## src/rtl/e203_ifu_bht.sv

```systemverilog
// Gshare branch history table: 2-bit counters indexed by pc ^ global history,
// with a two-stage training pipeline and saturating branch/mispredict statistics.
module e203_ifu_bht #(
    parameter int PC_SIZE = 32,
    parameter int IDX_W   = 6,
    parameter int GHR_W   = 4,
    parameter int STAT_W  = 32
) (
    input  logic               clk,
    input  logic               rst_n,
    input  logic               lkup_valid,
    input  logic [PC_SIZE-1:0] lkup_pc,
    output logic               lkup_prdt_taken,
    input  logic               upd_valid,
    input  logic [PC_SIZE-1:0] upd_pc,
    input  logic               upd_taken,
    input  logic               upd_mispred,
    input  logic               bht_clr,
    output logic [GHR_W-1:0]   ghr_r,
    output logic [STAT_W-1:0]  stat_br_cnt,
    output logic [STAT_W-1:0]  stat_mis_cnt
);

    localparam int          ENTRIES  = 1 << IDX_W;
    localparam logic [1:0]  CTR_INIT = 2'b01;

    logic [1:0]       bht [ENTRIES];
    logic             pend_vld;
    logic [IDX_W-1:0] pend_idx;
    logic [1:0]       pend_ctr_new;

    logic [IDX_W-1:0] lkup_idx;
    logic [IDX_W-1:0] upd_idx;
    logic [1:0]       lkup_ctr;
    logic [1:0]       upd_ctr_cur;
    logic [1:0]       upd_ctr_new;
    logic [GHR_W-1:0] ghr_next;

    // Bits outside the index window carry no information for the hash.
    logic unused_ok;
    assign unused_ok = ^{lkup_valid, lkup_pc[0], lkup_pc[PC_SIZE-1:IDX_W+1],
                         upd_pc[0], upd_pc[PC_SIZE-1:IDX_W+1]};

    // NOTE: every signal written here gets a default first so no latch is inferred.
    always_comb begin
        lkup_idx    = lkup_pc[IDX_W:1] ^ IDX_W'(ghr_r);
        upd_idx     = upd_pc[IDX_W:1] ^ IDX_W'(ghr_r);
        lkup_ctr    = bht[lkup_idx];
        upd_ctr_cur = bht[upd_idx];
        // The not-yet-written counter is visible through the bypass, so the
        // table behaves as if every update landed on the first edge.
        if (pend_vld && (pend_idx == lkup_idx)) lkup_ctr    = pend_ctr_new;
        if (pend_vld && (pend_idx == upd_idx))  upd_ctr_cur = pend_ctr_new;
        upd_ctr_new = upd_ctr_cur;
        if (upd_taken && (upd_ctr_cur != 2'b11))       upd_ctr_new = upd_ctr_cur + 2'd1;
        else if (!upd_taken && (upd_ctr_cur != 2'b00)) upd_ctr_new = upd_ctr_cur - 2'd1;
        // Truncating {ghr, taken} drops the oldest bit and also works for GHR_W == 1.
        ghr_next = GHR_W'({ghr_r, upd_taken});
    end

    assign lkup_prdt_taken = lkup_ctr[1];

    // NOTE: the counter array is flop-based, so it can take the async reset like any register.
    always_ff @(posedge clk or negedge rst_n) begin
        if (!rst_n) begin
            for (int i = 0; i < ENTRIES; i++) bht[i] <= CTR_INIT;
        end else if (bht_clr) begin
            for (int i = 0; i < ENTRIES; i++) bht[i] <= CTR_INIT;
        end else if (pend_vld) begin
            bht[pend_idx] <= pend_ctr_new;
        end
    end

    // NOTE: sequential state uses non-blocking assignments so all flops sample pre-edge values.
    always_ff @(posedge clk or negedge rst_n) begin
        if (!rst_n) begin
            pend_vld     <= 1'b0;
            pend_idx     <= '0;
            pend_ctr_new <= CTR_INIT;
            ghr_r        <= '0;
        end else if (bht_clr) begin
            pend_vld <= 1'b0;
            ghr_r    <= '0;
        end else begin
            pend_vld <= upd_valid;
            if (upd_valid) begin
                pend_idx     <= upd_idx;
                pend_ctr_new <= upd_ctr_new;
                ghr_r        <= ghr_next;
            end
        end
    end

    // Statistics ignore bht_clr and saturate instead of wrapping.
    always_ff @(posedge clk or negedge rst_n) begin
        if (!rst_n) begin
            stat_br_cnt  <= '0;
            stat_mis_cnt <= '0;
        end else if (upd_valid) begin
            if (stat_br_cnt != '1) stat_br_cnt <= stat_br_cnt + STAT_W'(1);
            if (upd_mispred && (stat_mis_cnt != '1)) stat_mis_cnt <= stat_mis_cnt + STAT_W'(1);
        end
    end

endmodule

```

## config.mk

```make
export PLATFORM = sky130hd
export DESIGN_NAME = e203_ifu_bht
export DESIGN_NICKNAME = d
export VERILOG_FILES = /design/src/rtl/e203_ifu_bht.sv
export SDC_FILE = /design/constraint.sdc
export NUM_CORES = 1
export LEC_CHECK = 0
export ABC_AREA = 1
export BUFFER_PORTS_ARGS = -buffer_cell sky130_fd_sc_hd__buf_2
export CAP_MARGIN = 15
export CORE_MARGIN = 2
export CORE_UTILIZATION = 60
export DETAILED_ROUTE_END_ITERATION = 10
export PLACE_DENSITY = 0.82
export SETUP_SLACK_MARGIN = 0.4
export SYNTH_ARGS = -nofsm -noshare
export SYNTH_HDL_FRONTEND = slang
export SYNTH_SLANG_ARGS = --single-unit
```

## constraint.sdc

```tcl
create_clock -name clk -period 7.4 [get_ports clk]
set_input_delay 0.74 -clock clk [delete_from_list [all_inputs] [get_ports clk]]
set_output_delay 0.74 -clock clk [all_outputs]
set_load 0.01 [all_outputs]
```

Yosys cells after proc, flatten, opt, wreduce, memory -nomap -nowiden:

Cells that the tools add are included.

* register bits after elaboration: 205
* bits of input ports: 71
* word-level logic and storage cells: 120

* add/sub/neg operators: 4
* magnitude comparators: 4
* equal/unequal tests: 5
* muxes and demuxes: 18
* bitwise operators: 6
* reduce and logical (&&, ||, !) cells: 13

Operators with widths (number)
* $mux 128: 2
* $bwmux 128: 1
* $add 32x1->32 const B: 2
* $ne 32x32->1 const B: 2
* $bmux 2 s6: 2
* $ge 7x7->1 const B: 3
* $not 6->7: 3
* $mux 2: 9
* $demux 2 s6: 1
* $eq 6x6->1: 2
* $xor 6x4->6: 2
* $mux 4: 2
* $lt 7x1->1 const B: 1
* $logic_and 1x1->1: 6
* $reduce_and 2->1: 3
* $reduce_bool 2->1: 3
* $add 2x1->2 const B: 1
* $ne 2x2->1 const B: 1
* $sub 2x1->2 const B: 1
* $logic_not 1->1: 1
* $mux 1: 1
* $not 1->1: 1

Depth between registers and ports, before layout:

Gate-level depths: netlist (run 1).

* depth in word-level cells: 10
* depth in mapped cells: 21

Worst setup path before layout (run 1):

Ideal clock, no wire load.

* path type: input to output
* start point: input port lkup_pc[1]
* end point: output port lkup_prdt_taken
* arrival: 2101 ps
* required time: 6660 ps
* path slack: 4559 ps
* stages on the path: 9
* cell sequence: or2_2 nand2_1 clkbuf_1 o211ai_1 nand3_1 nand3_1 nand3_1 nand3_1 a31oi_1

* word-level cells in the longest chain between the ends: 6

RTL lines
* start: declaration: RTL line 12 `input logic [PC_SIZE-1:0] lkup_pc,`
* $xor 6x4->6 (*): RTL line 46 `lkup_idx = lkup_pc[IDX_W:1] ^ IDX_W'(ghr_r);`
* $not 6->7 (not written as such): RTL line 48 `lkup_ctr = bht[lkup_idx];`
* $bmux 2 s6: RTL line 48
* $mux 2 (not written as such) (2 in a row): RTL line 48
* $mux 2 (*): RTL line 52 `if (pend_vld && (pend_idx == lkup_idx)) lkup_ctr = pend_ctr_new;`
* end: declaration: RTL line 13 `output logic lkup_prdt_taken,`

Every way passes the cells marked *; elsewhere a longest branch is shown, timed or not. The select of a mux whose other input is x is not followed.

Worst setup path in the final report (run 1):

* start point: register ghr_r[1]
* end point: output port lkup_prdt_taken

* word-level cells in the longest chain between the ends: 6

RTL lines
* start: declaration: RTL line 19 `output logic [GHR_W-1:0] ghr_r,`
* start signal: assignment: RTL line 89 `ghr_r <= ghr_next;`
* $xor 6x4->6 (*): RTL line 46
* $not 6->7 (not written as such): RTL line 48
* $bmux 2 s6: RTL line 48
* $mux 2 (not written as such) (2 in a row): RTL line 48
* $mux 2 (*): RTL line 52

Marks and branches as above.

==> results.txt, run 1 <==
The number of placement rows came out at 50. The clock net sink count came out at 205. The initial antenna violation count came out at 0. After synthesis, the most frequently instantiated cells are nand2_1, nand3_1, inv_1.

The sequential-to-total area share from yosys stat came out at 45.5%. Gates resized during post-CTS repair numbered 0. The mean instance size in the synthesized netlist came out at 7.59 um2. The worst path needs 4350 ps of the cycle, external delays included. The top flip-flop cell by instance count after synthesis is dfrtp_1. At the end of routability-driven placement, the weighted congestion stood at 0.993. Clock latency on the worst-skew pair, taken at its later pin, is 520 ps. The net count of the mapped netlist is 1582. The post-synthesis mux area share came out at 0.350%. In this run the worst hold path is classified as in -> async. The cell count after synthesis came out at 1507. The average wire length per cell after detail routing is 18.1 um. TritonCTS built the clock tree. The setup TNS came out at 0 ps. The final number of hold-violating endpoints came out at 0. The die outline height came out at 142 um. The cell sitting at the root of the clock tree is a clkbuf_16. The proportion of netlist area held by the largest area contributor is 30.6%. The first detailed-routing pass took 5 iterations. The critical path arrival is 3610 ps. The fraction of the cycle the final worst path needs came out at 58.7%.

The area share of and/or/nand/nor cells after synthesis came out at 30.2%. The flow ran to the end, and the final reports show no timing, DRC or antenna violations. The actual transition at the worst max-transition pin is 1240 ps. The largest net degree at the start of global routing is 100. The number of nets in the final layout came out at 1648. The max-capacitance violation count is 0.

The kind of capture point of the worst setup path is a primary output. The power consumption came out at 0.00318 W. The total die area is 20200 um2. The minimum setup slack in the final design is 3050 ps. The maximum clock skew at final layout is 11.5 ps. Summing the areas of all fa, ha and maj instances in the mapped netlist gives 0.437% of the synthesized area.

The share of layout cells above drive strength 1 is 14.4%. Counting stages on the worst path, the most repeated cell is nand3_1. The combinational share of power came out at 17.6%. The final count of pins violating max slew came out at 0. The layout overhead on the synthesized area is 12.4%. The overall via count from detail_route came out at 11000. The most common cell in the synthesized netlist is nand2_1. The placeable core area came out at 18700 um2. TritonCTS created 23 clock buffers. The number of hold buffers added after CTS was 0. The peak fanout along the critical path is 18. The number of warnings printed during yosys synthesis is 0. The clock-pin transition on the worst setup and hold timing paths is 60 ps. The signal on the critical path passes through or2_2, nand2_2, clkinv_1, o211ai_1, nand3_1, nand3_1, nand3_1, nand3_1, a31oi_1, buf_2. The number of I/O port buffers came out at 86. Registers are responsible for 42.6% of the overall power. The routed design has 33000 um of wire.

The worst path required time is 6660 ps. The final routed DRC violation total came out at 0. The fraction of power spent switching nets is 30.8%.

The top cell type by total area after synthesis is dfrtp_1. The type of the worst setup path is reg -> out. For this design the top-level I/O count stands at 140. The worst-case register-to-register setup slack is 3700 ps.

The number of enable flip-flop cells after synthesis is 0. The largest stage delay on the critical path is 760 ps. The count of endpoints failing setup in the final report is 0. The post-synthesis cell area is 11400 um2. Sorting the synthesized cells by area gives the leading types as dfrtp_1, dfstp_2, nand2_1.

The peak ir drop on the vdd network came out at 0.222 mV. The flip-flop and latch count after synthesis came out at 205. The first-pass GRT wire length came out at 53300 um. Summing the areas of all xor and xnor instances in the mapped netlist gives 5.33% of the synthesized area. Once the clock tree was built, the setup fixing pass inserted 0 buffers.

The count of distinct cell types in the synthesized netlist came out at 39. The die is 142 um wide. The count of antenna diodes in the layout came out at 0. The combinational family with the most area after synthesis is simple AND/OR/NAND/NOR gates. The pre-CTS worst setup slack came out at 3410 ps. The critical path's slowest cell is clkinv_1. The fraction of registers with async set/reset is 100%.

The final-layout fill cell count is 1565. The starting utilization of the core area came out at 61.2%. The post-layout utilization of the core is 68.8%. Setup repair after global routing left no endpoint under its margin. The area of combinational cells with multiple inputs came out at 5420 um2. The synthesized netlist devotes 10.9% of its cell area to compound gates. The number of violations reported at the end of detailed-routing iteration 0 came out at 1058. The worst-case headroom to the max-slew limit came out at 16.7%. The total routing usage reported by global routing came out at 33.1%. For this design the ratio of total power to cell area is 247 nW/um2. The number of levels in the clock H-tree came out at 1. The detail route stage leaves a number of antenna-violating nets equal to 0. The internal portion of the total power is 0.00220 W. The register cell area after layout came out at 5210 um2. The number of global-route vias before repair came out at 10700. The via density per instance is 6.04.

Summed over all layers, the global routing overflow is 0. The analysis attributes to cell leakage a power of 6.01 nW. The HPWL after detailed placement came out at 21500 um. Timing would allow up to 230 MHz. The kind of launch point of the worst setup path is a register. The maximum buffer depth of the clock tree came out at 3. The clock network is responsible for 39.8% of the overall power. The switching power came out at 0.000980 W.
-- final timing paths --
check                                start               to  cells past startpoint
setup / recovery                  ghr_r[1]  lkup_prdt_taken                     10
hold / removal                       rst_n          bht[97]                      1
setup reg to reg                  ghr_r[0]  pend_ctr_new[1]                     19
hold reg to reg            stat_br_cnt[30]  stat_br_cnt[30]                      1
max in group asynchronous            rst_n          bht[81]                      2
min in group clk           stat_br_cnt[30]  stat_br_cnt[30]                      1
-- flip-flops by register name (all words and copies together) (netlist names) --
register and flops:
stat_br_cnt 32, bht 128, ghr_r 4, stat_mis_cnt 32
pend_idx 6, pend_vld 1, pend_ctr_new 2
-- final cells by class --
| type | count | area share [%] |
|---|---|---|
| Inverter | 158 | 4.61 |
| Timing Repair Buffer | 96 | 4.00 |
| Multi-Input combinational cell | 1089 | 42.1 |
| Clock buffer | 24 | 4.58 |
| Tap cell | 234 | 2.28 |
| Clock inverter | 17 | 1.92 |
| Sequential cell | 205 | 40.5 |
-- power by group through the flow --
| stage | clock, W | sequential (W) | combinational [W] |
|---|---|---|---|
| CTS | 0.00128 | 0.00135 | 0.000552 |
| global route | 0.00131 | 0.00137 | 0.000618 |
| finish | 0.00127 | 0.00135 | 0.000558 |
| detailed placement | 0 | 0.00137 | 0.000550 |
| global placement | 0 | 0.00137 | 0.000532 |
| floorplan | 0 | 0.00137 | 0.000349 |
-- placed cells by master, fill, tap and decap left out, types with 19 or more instances in the layout --
cell / Yosys / layout
dfrtp_1: 140 / 140
buf_2: 22 / 85
clkbuf_16: 0 / 23
a21oi_1: 57 / 57
o21ai_0: 38 / 38
nand2_1: 408 / 404
xnor2_1: 19 / 19
nor2_1: 130 / 129
nand3_1: 180 / 180
xor2_1: 45 / 45
o211ai_1: 48 / 48
o22ai_1: 50 / 50
nor3_1: 39 / 39
dfstp_2: 65 / 65
inv_1: 154 / 154
nand4_1: 20 / 20
-- critical path, delay by kind of cell, from the launching register on --
kind | cells | cell delay [ps]
AO/OA/AOI/OAI | 2 | 460
flip-flops | 1 | 480
AND/OR/NAND/NOR | 6 | 1190
buffers and inverters | 2 | 930
-- kinds of logic after synthesis --
logic type / Yosys count
fa+ha+maj: 4
simple gates: 809
flops: 205
mux: 4
buf+inv: 213
compound gates: 205
xor+xnor: 67
-- per-layer routing --
layer  vias up  part of all wire [%]  GRT usage, %
li1       5135                     -             -
met1      5186                    39          43.3
met2       560                    47          54.0
met3       138                   9.0          5.11
met4         0                   4.9          16.5
met5         -                     0             0
-- through the flow --
step | cell area, um2 | instances | hold slack (ps)
floorplan | 11400 | 1507 | 444
global placement | 12000 | 1782 | 466
detailed placement | 12000 | 1782 | 485
CTS | 12900 | 1823 | 329
global route | 12900 | 1823 | 365
finish | 12900 | 1823 | 285
Power figures use the tool's default switching activity.
==> inputs of run 2 (changes only) <==
--- a/config.mk
+++ b/config.mk
@@ -9,9 +9,9 @@
 export BUFFER_PORTS_ARGS = -buffer_cell sky130_fd_sc_hd__buf_2
 export CAP_MARGIN = 15
 export CORE_MARGIN = 2
-export CORE_UTILIZATION = 60
+export CORE_UTILIZATION = 59
 export DETAILED_ROUTE_END_ITERATION = 10
-export PLACE_DENSITY = 0.82
+export PLACE_DENSITY = 0.81
 export SETUP_SLACK_MARGIN = 0.4
 export SYNTH_ARGS = -nofsm -noshare
 export SYNTH_HDL_FRONTEND = slang
==> constraint.sdc (replaced) <==
create_clock -name clk -period 4.52 [get_ports clk]
set_input_delay 0.452 -clock clk [delete_from_list [all_inputs] [get_ports clk]]
set_output_delay 0.452 -clock clk [all_outputs]
set_load 0.01 [all_outputs]
==> run 2 against run 1 <==
Effect of this change:
- sequential share of layout area increased by 0.087 points
- utilization decreased by 0.83 points
- clock power increased by 39%
- critical path depth unchanged
- cell count increased by 1.8%
- worst setup slack got worse by 2000 ps
- register-to-register slack got worse by 2500 ps
- hold slack got worse by 230 ps
- final area decreased by 0.21%
- clock skew about the same
- first-iteration DRC count increased by 14%
- non-clock buffer count increased by 5
==> results.txt, run 2 (synthesis gave the netlist of run 1 again) <==
Run status: finished, final reports clean (unchanged). The type of the worst setup path is reg -> out (unchanged). The remaining number of nets flagged by the antenna check after routing came out at 0 (unchanged). The register cell area after layout came out at 5210 um2 (unchanged). The most common cell after layout, fill and taps aside is nand2_1 (unchanged). The average wire length per cell after detail routing came out at 17.7 um (was 18.1 um). The first-pass GRT wire length is 52900 um (was 53300 um). The number of I/O pins came out at 140 (unchanged). The fraction of power spent switching nets is 31.3% (was 30.8%). The number of violations reported at the end of detailed-routing iteration 0 is 1211 (was 1058). The share of layout cells above drive strength 1 is 14.3% (was 14.4%).

The number of buffers inserted to repair setup after CTS came out at 0 (unchanged). The clock share of power came out at 36.1% (was 39.8%). The initial antenna violation count came out at 1 (was 0). The kind of launch point of the worst setup path is a register (unchanged). The detailed-router iteration count before antenna repair is 7 (was 5). The final routed DRC violation total came out at 0 (unchanged). The clock-pin transition on the worst setup and hold timing paths is 60 ps (about the same).

The clock net sink count is 205 (unchanged). The root cell of the clock tree is clkbuf_16 (unchanged). The final global-route overflow total is 0 (unchanged). The final routed wirelength across all metal layers is 32900 um (was 33000 um).

The total power density per cell area was 383 nW/um2 (was 247 nW/um2). The number of placed instances, taps included came out at 1812 (was 1782). The number of I/O port buffers is 86 (unchanged). The final standard cell count with taps included and fillers excluded is 1855 (was 1823).

The starting utilization of the core area came out at 60.6% (was 61.2%). Largest registers ranked by flip-flop count: bht: 128 flops, stat_br_cnt: 32 flops, stat_mis_cnt: 32 flops (unchanged). The static leakage power came out at 6.00 nW (was 6.01 nW).

The die width came out at 143 um (was 142 um). The routability congestion estimate came out at 0.949 (was 0.993). The via density per instance is 5.96 (was 6.04).

The power consumption came out at 0.00492 W (was 0.00318 W). The combinational share of power was 18.7% (was 17.6%). The design internal power is 0.00338 W (was 0.00220 W). The clock latency of the later-clocked register in the worst-skew pair came out at 520 ps (about the same).

The setup TNS is 0 ps (unchanged). The path type of the worst min-delay path is in -> async (unchanged). Commonest cells after routing, fill and taps aside: nand2_1, nand3_1, inv_1 (unchanged). The peak ir drop on the vdd network is 0.314 mV (was 0.222 mV). Unrepaired setup endpoints after global routing: false (unchanged). The number of buffers inserted by hold repair at cts came to 0 (unchanged). The number of placement rows came out at 50 (unchanged). The smallest clock period supported by the final layout is computed as 3450 ps. The layout overhead on the synthesized area was 12.2% (was 12.4%).

The top register by number of flip-flops is bht (unchanged). The critical path arrival is 3000 ps (was 3610 ps). The proportion of power drawn by flip-flops and latches came out at 45.2% (was 42.6%). The number of global-route vias before repair is 10600 (was 10700). The area of combinational cells with multiple inputs is 5420 um2 (unchanged). The number of levels in the clock H-tree is 1 (unchanged). The worst-case headroom to the max-slew limit is 16.3% (was 16.7%).

The number of buffers added by the clock tree synthesis step came out at 23 (unchanged). The flip-flop count of the largest register, all copies and words added came out at 128 (unchanged). The final-layout fill cell count is 1563 (was 1565).

The switching power came out at 0.00154 W (was 0.000980 W). The kind of capture point of the worst setup path was a primary output (unchanged). The die outline height came out at 143 um (was 142 um). The maximum buffer depth of the clock tree came to 3 (unchanged).

The TritonCTS clock tree is yes (unchanged). The final count of pins violating max slew was 0 (unchanged). The count of endpoints failing setup in the final report came to 0 (unchanged). The maximum clock skew at final layout is 11.6 ps (was 11.5 ps). The maximum clock frequency is 290 MHz.

The placeable core area is 18900 um2 (was 18700 um2). The HPWL after detailed placement came to 21200 um (was 21500 um). The max-capacitance violation count is 0 (unchanged). The number of nets in the final layout is 1653 (was 1648). The overall via count from detail_route came out at 11100 (was 11000). The worst path required time was 4070 ps (was 6660 ps). The actual transition at the worst max-transition pin is 1250 ps (was 1240 ps). The peak fanout along the critical path is 34 (was 18).

The largest net degree at the start of global routing is 109 (was 100). The total die area came out at 20500 um2 (was 20200 um2). The fraction of the cycle the final worst path needs is 76.4%. The final number of hold-violating endpoints came out at 0 (unchanged). The total routing usage reported by global routing came out at 32.4% (was 33.1%). The count of cells resized by post-cts repair is 0 (unchanged).
## run 2: cell types whose count changed in the layout (fill, tap and decap cells not counted)
cell	change
buf_4	+2
diode_2	+2
clkbuf_8	+4
inv_6	-3
clkbuf_4	+1
clkinvlp_4	-3
clkinv_2	+3
clkinv_4	-2
bufinv_16	-5
buf_12	+2
clkbuf_1	+5
## run 2: worst paths after layout
kind | cells past startpoint | endpoint | slack (ps) | start
max in group asynchronous | 2 | bht[46] | 3420 | rst_n
setup / recovery | 10 | lkup_prdt_taken | 1070 | ghr_r[0]
setup reg to reg | 17 | pend_ctr_new[1] | 1200 | ghr_r[0]
hold reg to reg | 1 | stat_br_cnt[28] | 500 | stat_br_cnt[28]
min in group clk | 3 | pend_idx[5] | 250 | upd_pc[6]
hold / removal | 1 | bht[87] | 60 | rst_n
## run 2: metal layers
metal / vias up / GRT usage [%] / share of wire, %
li1: 5152 / - / -
met5: - / 0 / 0
met2: 534 / 53.4 / 46
met4: 0 / 16.2 / 5.2
met1: 5242 / 41.5 / 40
met3: 131 / 5.16 / 8.3
## run 2: power by group through the flow
stage	clock network [W]	logic, W	registers [W]
detailed placement	0	0.000904	0.00224
finish	0.00177	0.000919	0.00222
floorplan	0	0.000571	0.00224
global placement	0	0.000877	0.00224
global route	0.00186	0.00102	0.00224
CTS	0.00179	0.000910	0.00222
## run 2: area by class of cell
cell class	count	share of cell area [%]
multi-input combinational	1089	42.2
sequential	205	40.6
clock buffer	33	5.17
inverter	158	4.62
timing repair buffer	101	4.49
tap	260	2.53
clock inverter	7	0.351
antenna	2	0.0390
## run 2: metrics by stage
stage | hold slack, ps | setup WS [ps] | instance area, um2 | util [%]
after floorplan | 156 | 2070 | 11400 | -
after global placement | 470 | 1240 | 12100 | 64.1
after detailed placement | 479 | 1180 | 12100 | 64.1
after CTS | 98.9 | 1070 | 12800 | 67.9
after global routing | 134 | 893 | 12800 | 67.9
final | 55.7 | 1070 | 12800 | 67.9
## run 2: worst max-delay path, cell delays in order, from the launching register on
cell	delay, ps
dfrtp_1	440
or2_2	320
nand2_2	520
buf_12	270
o211ai_1	100
nand3_1	100
nand3_1	120
nand3_1	130
nand3_1	80
a31oi_1	210
buf_2	170
